**src/rtl/dds_pkg.sv**
```systemverilog
// Shared constants, stage record and quarter-sine table generator for the DDS wave source.
// The table generator runs only at elaboration and so costs no logic.
package dds_pkg;

    localparam int PHASE_W   = 10;
    localparam int LUT_AW    = 8;
    localparam int MAG_W     = 7;
    localparam int WAVE_W    = 8;
    localparam int LUT_DEPTH = 1 << LUT_AW;

    localparam logic [WAVE_W-1:0] SIN_MID = 8'd128;
    localparam logic [WAVE_W-1:0] SQU_HI  = 8'hFF;
    localparam logic [WAVE_W-1:0] SQU_LO  = 8'h00;

    // Phase sample travelling down the pipeline with its overflow flag
    typedef struct packed {
        logic [PHASE_W-1:0] phase;
        logic               ovf;
    } stage_t;

    localparam int     FX_FRAC    = 30;
    localparam longint HALF_PI_FX = 64'sd1686629713;

    // round(127 * sin(pi/2 * (idx + 0.5) / 256)) using a fixed-point Taylor series
    function automatic logic [MAG_W-1:0] quarter_sine(input int idx);
        longint x;
        longint term;
        longint sum;
        x    = (HALF_PI_FX * longint'(2 * idx + 1)) / longint'(2 * LUT_DEPTH);
        term = x;
        sum  = x;
        for (int k = 1; k <= 8; k++) begin
            term = (term * x) >>> FX_FRAC;
            term = -((term * x) >>> FX_FRAC) / longint'((2 * k) * (2 * k + 1));
            sum  = sum + term;
        end
        sum = (sum * 127 + (longint'(1) <<< (FX_FRAC - 1))) >>> FX_FRAC;
        return sum[MAG_W-1:0];
    endfunction

endpackage

```
**src/rtl/sine_quarter_rom.sv**
```systemverilog
// 256 x 7 quarter-wave sine magnitude table with registered, enabled read.
// Entries are half-sample offset so mirrored quadrants match exactly.
module sine_quarter_rom
    import dds_pkg::*;
(
    input  logic              clk,
    input  logic              rst_n,
    input  logic              en,
    input  logic [LUT_AW-1:0] addr,
    output logic [MAG_W-1:0]  data
);

    logic [MAG_W-1:0] rom_table [LUT_DEPTH];

    genvar gi;
    generate
        for (gi = 0; gi < LUT_DEPTH; gi++) begin : g_rom
            localparam logic [MAG_W-1:0] ENTRY = quarter_sine(gi);
            assign rom_table[gi] = ENTRY;
        end
    endgenerate

    always_ff @(posedge clk) begin
        if (!rst_n) begin
            data <= '0;
        end else if (en) begin
            data <= rom_table[addr];
        end
    end

endmodule

```
**src/rtl/dds_wave_gen.sv**
```systemverilog
// Phase-accumulator DDS producing time-aligned sine, square, triangle and sawtooth.
// Three-stage pipeline: phase register, quarter-sine ROM read, wave shaping.
module dds_wave_gen
    import dds_pkg::*;
#(
    parameter int               ACC_W         = 32,
    parameter logic [ACC_W-1:0] DEFAULT_FWORD = 32'h0100_0000
) (
    input  logic               clk,
    input  logic               rst_n,
    input  logic               en,
    input  logic               fword_load,
    input  logic [ACC_W-1:0]   fword,
    input  logic [PHASE_W-1:0] poff,
    output logic [WAVE_W-1:0]  wave_sin,
    output logic [WAVE_W-1:0]  wave_squ,
    output logic [WAVE_W-1:0]  wave_tri,
    output logic [WAVE_W-1:0]  wave_saw,
    output logic               wave_valid,
    output logic               wrap
);

    logic [ACC_W-1:0]   fword_reg;
    logic [PHASE_W-1:0] poff_reg;
    logic [ACC_W-1:0]   acc_reg;
    logic [ACC_W-1:0]   acc_next;
    logic               ovf_next;
    logic [PHASE_W-1:0] phase_next;
    stage_t             s1_reg;
    stage_t             s2_reg;
    logic [LUT_AW-1:0]  rom_addr;
    logic [MAG_W-1:0]   rom_mag;
    logic [1:0]         fill_reg;
    logic [1:0]         fill_next;

    assign {ovf_next, acc_next} = {1'b0, acc_reg} + {1'b0, fword_reg};
    assign phase_next = acc_reg[ACC_W-1 -: PHASE_W] + poff_reg;
    assign fill_next  = (fill_reg == 2'd3) ? 2'd3 : fill_reg + 2'd1;

    // Odd quadrants walk the quarter table backwards
    assign rom_addr = s1_reg.phase[LUT_AW] ? ~s1_reg.phase[LUT_AW-1:0]
                                           : s1_reg.phase[LUT_AW-1:0];

    // The load uses the old word for this edge's add; the new word applies from the next edge
    always_ff @(posedge clk) begin
        if (!rst_n) begin
            fword_reg <= DEFAULT_FWORD;
            poff_reg  <= '0;
        end else if (fword_load) begin
            fword_reg <= fword;
            poff_reg  <= poff;
        end
    end

    always_ff @(posedge clk) begin
        if (!rst_n) begin
            acc_reg  <= '0;
            s1_reg   <= '0;
            s2_reg   <= '0;
            fill_reg <= '0;
        end else if (en) begin
            acc_reg      <= acc_next;
            s1_reg.phase <= phase_next;
            s1_reg.ovf   <= ovf_next;
            s2_reg       <= s1_reg;
            fill_reg     <= fill_next;
        end
    end

    sine_quarter_rom u_rom (
        .clk   (clk),
        .rst_n (rst_n),
        .en    (en),
        .addr  (rom_addr),
        .data  (rom_mag)
    );

    always_ff @(posedge clk) begin
        if (!rst_n) begin
            wave_sin   <= '0;
            wave_squ   <= '0;
            wave_tri   <= '0;
            wave_saw   <= '0;
            wave_valid <= 1'b0;
            wrap       <= 1'b0;
        end else if (en) begin
            wave_sin   <= s2_reg.phase[PHASE_W-1] ? (SIN_MID - 8'd1 - {1'b0, rom_mag})
                                                  : (SIN_MID + {1'b0, rom_mag});
            wave_squ   <= s2_reg.phase[PHASE_W-1] ? SQU_LO : SQU_HI;
            wave_tri   <= s2_reg.phase[PHASE_W-1] ? ~s2_reg.phase[PHASE_W-2:1]
                                                  : s2_reg.phase[PHASE_W-2:1];
            wave_saw   <= s2_reg.phase[PHASE_W-1:2];
            wave_valid <= (fill_next == 2'd3);
            wrap       <= s2_reg.ovf;
        end else begin
            wave_valid <= 1'b0;
            wrap       <= 1'b0;
        end
    end

endmodule
```
**config.mk**
```make
export PLATFORM = sky130hd
export DESIGN_NAME = dds_wave_gen
export DESIGN_NICKNAME = d
export VERILOG_FILES = /design/src/rtl/dds_pkg.sv /design/src/rtl/sine_quarter_rom.sv /design/src/rtl/dds_wave_gen.sv
export SDC_FILE = /design/constraint.sdc
export NUM_CORES = 1
export LEC_CHECK = 0
export CELL_PAD_IN_SITES_DETAIL_PLACEMENT = 1
export CELL_PAD_IN_SITES_GLOBAL_PLACEMENT = 2
export CORE_UTILIZATION = 35
export DETAILED_ROUTE_END_ITERATION = 16
export GPL_ROUTABILITY_DRIVEN = 0
export PLACE_DENSITY_LB_ADDON = 0.1
export SLEW_MARGIN = 20
export SYNTH_ARGS = -nofsm -noshare
export SYNTH_HDL_FRONTEND = slang
export SYNTH_SLANG_ARGS = --single-unit
```
**constraint.sdc**
```tcl
create_clock -name clk -period 4.15 [get_ports clk]
set_input_delay 0.83 -clock clk [delete_from_list [all_inputs] [get_ports clk]]
set_output_delay 0.83 -clock clk [all_outputs]
set_load 0.05 [all_outputs]
```
==> impl_metrics.yaml, run 1 <==
clock_tree:
  path_clk_slew_ns: 0.06
  cts_max_level: 4
  cts_tree: "done"
  cts_buffer_depth: 2
  cts_root_buffer: "clkbuf_16"
  numCtsBuffers: 17
  clock_latency_ns: 0.43
  postCtsSetupBuffers: 0
  cts-hold-fix-buffers: 0
  cts_sinks: 130
  postCtsResizedCells: 0
floorplanning:
  die_h_um: 165
  start_util_pct: 35.6
  dieArea_mm2: 0.0271
  die_x_um: 165
  core_area_mm2: 0.0260
  ioPinCount: 80
  rows: 59
synth:
  syn-num-nets: 1252
  ys_ff_latch: 130
  synthesis.area_mm2: 0.00925
  async_flop_share_pct: 0
  synth_area_leaders: "dfxtp_1, mux2i_1, ha_1, nor2_1, a21oi_1"
  avgSynthCellArea_um2: 8.03
  yosys.area.top_type_share_pct: 28.1
  synth_top_cell_by_area: "dfxtp_1"
  ys_types: 78
  yosysWarningCount: 0
  ys_dominant_reg_cell: "dfxtp_1"
  synth-edff-count: 0
  synth_cells: 1152
  yosysSeqAreaShare_pct: 28.1
route:
  dr.pass1.iters: 4
  drtIter0Drc: 533
  wl_per_cell_um: 19.8
  drt-total-wl_um: 30100
  routed_via_density: 5.78
  antenna_left: 0
  num_vias: 8794
  drc: 0
layout:
  diodes: 0
  fin_nets: 1274
  final_cell_mix: "nor2_1, dfxtp_1, mux2i_1"
  final_common_cell: "nor2_1"
  area.growth.synth_to_final_pct: 16.6
  layout-drive-gt1-share_pct: 6.66
  instances_no_fill: 1522
critical_path:
  end_kind: "register"
  cp-start-kind: "register"
  path_max_fanout: 15
  worstPathArrival_ns: 3.72
  cp.required_ns: 4.50
  critPathKind: "reg -> reg"
  setup.worst_path.start: "s1_reg[9]$_SDFFE_PN0P_"
  reg2reg_from: "s1_reg[9]$_SDFFE_PN0P_"
power:
  ir_drop_mv: 0.244
  leakagePower_nw: 4.29
  powerDensity_mw_per_mm2: 380
sta:
  fmaxAchievable_mhz: 297
  rsz0062_at_grt: "false"
  fin_crit_sh_pct: 81.2
  tightest_slew_ns: 1.02
  skew_ns: 0.0120
  timing.slew.headroom_pct: 31.8
  fin_crit_ns: 3.37
  setup_tns_ns: 0
  setup_viol: 0
  slew_violations: 0
  report.final.hold_viol_count: 0
global_route:
  grt_max_degree: 58
  grt_pass1_vias: 8671
  antenna_found_initial: 0
  grt_remaining_overflow: 0
  grt_pass1_wl_um: 48800
  grt.total_usage_pct: 23.1
flow_run:
  cap_violations: 0
min_path:
  hold_class: "reg -> reg"
  hp-start: "acc_reg[14]$_SDFFE_PN0P_"
placement:
  hpwl_um: 21400
  place_inst: 1490
  portBuffers: 79
run_status:
  status: "complete, no violations"
## where the power goes
part,internal [mW],switching [mW]
Sequential,1.33,0.0841
Clock,0.951,0.627
Combinational,0.425,0.675
## metrics by stage
step | hold WS, ns | util (%) | cell area, um^2 | setup WS, ns | power (mW)
floorplan | 0.431 | - | 9250 | 1.02 | 2.21
global placement | 0.443 | 39.2 | 10200 | 0.940 | 2.53
detailed placement | 0.448 | 39.2 | 10200 | 0.806 | 2.54
CTS | 0.466 | 41.5 | 10800 | 0.768 | 4.14
global route | 0.487 | 41.5 | 10800 | 0.457 | 4.30
finish | 0.464 | 41.5 | 10800 | 0.779 | 4.09
## layout make-up
type | count | area (um^2)
timing repair buffer | 101 | 948
inverter | 23 | 87.6
tap | 335 | 419
multi-input combinational | 901 | 6120
sequential | 130 | 2610
fill | 3108 | 15200
clock inverter | 15 | 184
clock buffer | 17 | 425
## worst max-delay path, cell delays in order (launching register included)
cell and delay, ns:
dfxtp_2 0.37, xor2_1 0.52, inv_1 0.19, ha_1 0.46, inv_1 0.19, ha_1 0.34, nand2b_1 0.11, mux4_2 0.46
nand2_1 0.10, a21oi_1 0.06, o22ai_1 0.16, a32oi_1 0.12, a31oi_1 0.20
## Yosys cell counts (all sizes together) (7+ instances only)
| cell type | number |
|---|---|
| nand3 | 23 |
| a211oi | 30 |
| nand3b | 9 |
| o21a | 8 |
| o21ai | 75 |
| inv | 23 |
| a221oi | 13 |
| ha | 52 |
| o221ai | 8 |
| mux2i | 85 |
| xor2 | 18 |
| a21o | 21 |
| a21oi | 77 |
| xnor2 | 34 |
| nor2b | 12 |
| nand4 | 9 |
| a31oi | 27 |
| nand2b | 30 |
| dfxtp | 130 |
| o22ai | 13 |
| nand2 | 57 |
| and3 | 8 |
| and2 | 7 |
| clkbuf | 45 |
| nor2 | 156 |
| o211ai | 10 |
| nor3 | 17 |
| buf | 53 |
| a2111oi | 7 |
## worst paths after layout
kind                                                   end  slack [ns]  depth (start not counted)
worst max-delay path            u_rom.data[2]$_SDFFE_PN0P_        0.78                         12
worst min-delay path              acc_reg[14]$_SDFFE_PN0P_        0.46                          2
worst max register to register  u_rom.data[2]$_SDFFE_PN0P_        0.78                         12
worst min register to register    acc_reg[14]$_SDFFE_PN0P_        0.46                          2
## kinds of logic after synthesis
logic type | share of synthesized area, %
compound gates | 25.8
buf+inv | 5.79
mux | 10.1
simple gates | 17.4
flops | 28.1
fa+ha+maj | 7.59
xor+xnor | 5.17
## routing by layer
layer	part of all wire, %	wire length, um	up-vias	track usage [%]
li1	-	-	4278	-
met1	48	14400	4293	31.1
met2	47	14200	188	38.3
met3	3.4	1030	35	3.21
met4	1.8	528	0	6.59
met5	0	0	-	0
(Power assumes the default switching activity.)
==> run 2: changes to the inputs <==
Settings changed: CORE_UTILIZATION 35 to 32.
Clock period 4.15 ns to 2.9 ns, I/O delays scaled along.
==> run 2 against run 1 <==
  * Wire length is 3.7% higher
  * Via count rose by 0.16%
  * Power rose by 41%
  * Sequential power up 42%
  * Cell area is 2.8% higher
  * Die area is 9.3% higher
  * Critical path type unchanged
  * Largest cell class unchanged
==> impl_metrics.yaml, run 2 (synthesis results as in run 1) <==
critical_path:
  cp-start-kind: "register"
  worstPathArrival_ns: 3.00
  path_max_fanout: 14
  cp.required_ns: 3.17
  critPathKind: "reg -> reg"
  reg2regPathDepth: 11
  r2r_slack_ns: 0.16
  r2r_end: "u_rom.data[1]$_SDFFE_PN0P_"
  end_kind: "register"
  reg2reg_from: "s1_reg[9]$_SDFFE_PN0P_"
route:
  antenna_left: 0
  drt-total-wl_um: 31200
  dr.pass1.iters: 5
  drtIter0Drc: 507
  num_vias: 8808
  wl_per_cell_um: 19.6
  routed_via_density: 5.52
  drc: 0
sta:
  fin_crit_sh_pct: 94.3
  slew_violations: 0
  report.final.hold_viol_count: 0
  fin_hold_ws_ns: 0.465
  setup_viol: 0
  timing.slew.headroom_pct: 49.2
  skew_ns: 0.0137
  fin_crit_ns: 2.74
  tightest_slew_ns: 0.757
  fmaxAchievable_mhz: 365
power:
  ir_drop_mv: 0.373
  leakagePower_nw: 4.42
  powerDensity_mw_per_mm2: 521
global_route:
  grt_pass1_vias: 8879
  grt.total_usage_pct: 22.0
  grt_pass1_wl_um: 50400
  grt_max_degree: 64
  antenna_found_initial: 1
  grt_remaining_overflow: 0
floorplanning:
  ioPinCount: 80
  die_h_um: 172
  die_x_um: 172
  core_area_mm2: 0.0281
  start_util_pct: 32.9
  dieArea_mm2: 0.0296
  rows: 61
placement:
  hpwl_um: 22800
  place_inst: 1563
  portBuffers: 79
clock_tree:
  cts_root_buffer: "clkbuf_16"
  cts_sinks: 130
  cts_buffer_depth: 2
  postCtsSetupBuffers: 0
  cts-hold-fix-buffers: 0
  clock_latency_ns: 0.42
  path_clk_slew_ns: 0.06
  cts_tree: "done"
  numCtsBuffers: 17
  postCtsResizedCells: 0
  cts_max_level: 4
layout:
  final_cell_mix: "nor2_1, dfxtp_1, mux2i_1"
  final_common_cell: "nor2_1"
  diodes: 0
  instances_no_fill: 1595
  num-fill-cells: 3411
  layout-drive-gt1-share_pct: 9.29
  fin_nets: 1304
  area.growth.synth_to_final_pct: 19.8
flow_run:
  cap_violations: 0
run_status:
  status: "complete, no violations"
min_path:
  holdPathStages: 2
  hold_class: "reg -> reg"
  hp-start: "acc_reg[14]$_SDFFE_PN0P_"
  hold_end: "acc_reg[14]$_SDFFE_PN0P_"
==> run 2: cell count changes in the layout (fill, tap and decap cells not counted), sizes merged <==
cell	delta
clkinvlp	+1
inv	+2
buf	+30
bufinv	-2
clkbuf	+2
clkinv	-3
==> run 2: power by group <==
part           switching (mW)  total [mW]  internal [mW]  leakage, nW
clock                   0.886        2.10           1.21        0.267
combinational            1.00        1.66          0.657         3.09
sequential              0.113        2.02           1.91         1.07
total                    2.00        5.78           3.78         4.42
==> run 2: how the worst max path moves through the flow <==
stage / startpoint / to
after floorplan: s1_reg[9]$_SDFFE_PN0P_ / u_rom.data[2]$_SDFFE_PN0P_
after CTS: s1_reg[1]$_SDFFE_PN0P_ / u_rom.data[0]$_SDFFE_PN0P_
final: s1_reg[9]$_SDFFE_PN0P_ / u_rom.data[1]$_SDFFE_PN0P_
after detailed placement: s1_reg[1]$_SDFFE_PN0P_ / u_rom.data[0]$_SDFFE_PN0P_
after global placement: s1_reg[9]$_SDFFE_PN0P_ / u_rom.data[0]$_SDFFE_PN0P_
after global routing: s1_reg[9]$_SDFFE_PN0P_ / u_rom.data[1]$_SDFFE_PN0P_
==> run 2: routing by layer <==
layer / global-route usage (%) / routed length, um
met1: 29.5 / 15100
met2: 36.6 / 14700
met3: 2.88 / 873
met4: 6.31 / 641
met5: 0 / 0
==> run 2: final cells by class <==
class	instances	area (um^2)	area share [%]
clock buffers	19	443	3.99
multi-input cells	901	6150	55.5
clock inverters	13	126	1.14
inverters	23	87.6	0.790
repair buffers	131	1200	10.8
well taps	378	473	4.26
flip-flops and latches	130	2610	23.5
==> run 2: per-stage QoR <==
stage	area [um^2]	power, mW	utilization, %	worst slack, ns	TNS (ns)
finish	11100	5.78	39.5	0.164	0
CTS	11100	5.83	39.4	0.113	0
global placement	10500	3.69	37.4	0.240	0
floorplan	9280	3.17	-	0.0216	0
detailed placement	10500	3.70	37.4	0.140	0
global route	11100	6.10	39.5	-0.00294	-0.00294
==> run 2: worst max-delay path: stages (launching register included) <==
cell,delay (ns)
dfxtp_2,0.41
nor2b_1,0.10
nand2b_2,0.23
inv_1,0.13
ha_1,0.18
buf_4,0.21
nor2_1,0.08
mux4_2,0.50
o21a_1,0.22
o311ai_2,0.27
o21a_1,0.18
a31oi_1,0.08
==> run 3: changes to the inputs <==
Settings changed: ABC_CLOCK_PERIOD_IN_PS from default to 2900, CTS_CLUSTER_SIZE from default to 14, MAX_ROUTING_LAYER from default to met4.
==> run 3 against run 2 <==
  * Cell area hardly changed
  * Non-clock buffer count stayed put
  * Power hardly changed
  * Worst hold slack hardly changed
  * Core utilization hardly changed
  * Largest power group unchanged
==> impl_metrics.yaml, run 3 (synthesis results as in run 1) <==
run_status:
  status: "complete, no violations"
critical_path:
  crit_top_cell: "o21a_1"
  critPathKind: "reg -> reg"
  path_max_fanout: 14
  cp_top_family: "compound AO/OA/AOI/OAI gates"
  cp-start-kind: "register"
  cp_slowest_cell: "mux4_2"
  critPathBufInv: 2
  worstPathArrival_ns: 3.01
  cp_cell_sequence: "nor2b_1, nand2b_2, inv_1, ha_1, buf_4, nor2_1, mux4_2, o21a_1, o311ai_2, o21a_1, a31oi_1"
  cp_slowest_stage_delay_ns: 0.50
  end_kind: "register"
  cp.required_ns: 3.17
placement:
  post-place-ws_ns: 0.140
  place_inst: 1563
  portBuffers: 79
  hpwl_um: 22800
route:
  route.met3.wl_um: 933
  wl_per_cell_um: 19.6
  wl_met1_um: 15100
  drc: 0
  routed.top_layer: "met4"
  routed_via_density: 5.54
  antenna_left: 0
  num_vias: 8840
  drt-total-wl_um: 31200
  met2_length_um: 14600
  drtIter0Drc: 502
  dr.pass1.iters: 5
layout:
  layout-drive-gt1-share_pct: 9.29
  num-fill-cells: 3410
  final_common_cell: "nor2_1"
  area.growth.synth_to_final_pct: 19.9
  final_cell_mix: "nor2_1, dfxtp_1, mux2i_1"
  instances_no_fill: 1596
  fin_nets: 1304
sta:
  tightest_slew_ns: 0.731
  fin_crit_sh_pct: 94.6
  setup_viol: 0
  slew_violations: 0
  report.final.hold_viol_count: 0
  fin_crit_ns: 2.74
  skew_ns: 0.0152
  worst_slack_ns: 0.155
  setup_tns_ns: 0
  timing.slew.headroom_pct: 50.9
  fmaxAchievable_mhz: 364
global_route:
  grt_max_degree: 64
  grt_remaining_overflow: 0
  grt.total_usage_pct: 22.7
  grt_pass1_wl_um: 50400
  grt_pass1_vias: 8872
  antenna_found_initial: 1
floorplanning:
  die_h_um: 172
  dieArea_mm2: 0.0296
  die_x_um: 172
  core_area_mm2: 0.0281
  rows: 61
  ioPinCount: 80
  start_util_pct: 32.9
clock_tree:
  clock_latency_ns: 0.43
  numCtsBuffers: 17
  path_clk_slew_ns: 0.06
  cts_buffer_depth: 2
  cts_root_buffer: "clkbuf_16"
  cts-hold-fix-buffers: 0
  cts_tree: "done"
  cts_sinks: 130
  postCtsSetupBuffers: 0
  cts_max_level: 4
min_path:
  hold_class: "reg -> reg"
power:
  leakagePower_nw: 4.42
  ir_drop_mv: 0.373
  powerDensity_mw_per_mm2: 521
flow_run:
  cap_violations: 0
==> run 3: tightest hold or removal path: stages (launching register included) <==
cell and delay, ns:
dfxtp_1 0.32, nand2_1 0.05, o21ai_1 0.05
==> run 3: layout make-up <==
class | count | area (um^2) | share of cell area, %
clock buffers | 19 | 443 | 3.99
well taps | 378 | 473 | 4.26
inverters | 23 | 87.6 | 0.790
flip-flops and latches | 130 | 2610 | 23.5
multi-input cells | 901 | 6150 | 55.5
clock inverters | 13 | 126 | 1.14
diodes | 1 | 2.50 | 0.0226
repair buffers | 131 | 1200 | 10.8
==> run 3: metrics by stage <==
| step | utilization (%) | instance area [um^2] | power [mW] | hold slack [ns] |
|---|---|---|---|---|
| global route | 39.5 | 11100 | 6.10 | 0.497 |
| CTS | 39.4 | 11100 | 5.83 | 0.467 |
| global placement | 37.4 | 10500 | 3.69 | 0.445 |
| floorplan | - | 9280 | 3.17 | 0.431 |
| detailed placement | 37.4 | 10500 | 3.70 | 0.457 |
| finish | 39.5 | 11100 | 5.78 | 0.465 |
==> run 3: power by group <==
group | switching [mW] | total [mW] | internal (mW)
combinational | 0.999 | 1.66 | 0.657
sequential | 0.113 | 2.02 | 1.91
clock | 0.885 | 2.10 | 1.21
==> run 3: final timing paths <==
check,slack [ns],end,start,cells past startpoint
hold / removal,0.46,acc_reg[14]$_SDFFE_PN0P_,acc_reg[14]$_SDFFE_PN0P_,2
hold reg to reg,0.46,acc_reg[14]$_SDFFE_PN0P_,acc_reg[14]$_SDFFE_PN0P_,2
setup / recovery,0.16,u_rom.data[1]$_SDFFE_PN0P_,s1_reg[9]$_SDFFE_PN0P_,11
setup reg to reg,0.16,u_rom.data[1]$_SDFFE_PN0P_,s1_reg[9]$_SDFFE_PN0P_,11
==> run 3: what timing repair did <==
item	in CTS	in global routing
endpoints found under the hold margin	0	0
setup endpoints to repair	0	3
resized for setup	0	5
==> run 3: metal layers <==
metal	up-vias	global-route usage, %
li1	4334	-
met1	4303	29.3
met2	166	36.9
met3	37	2.88
met4	0	6.31
met5	-	-
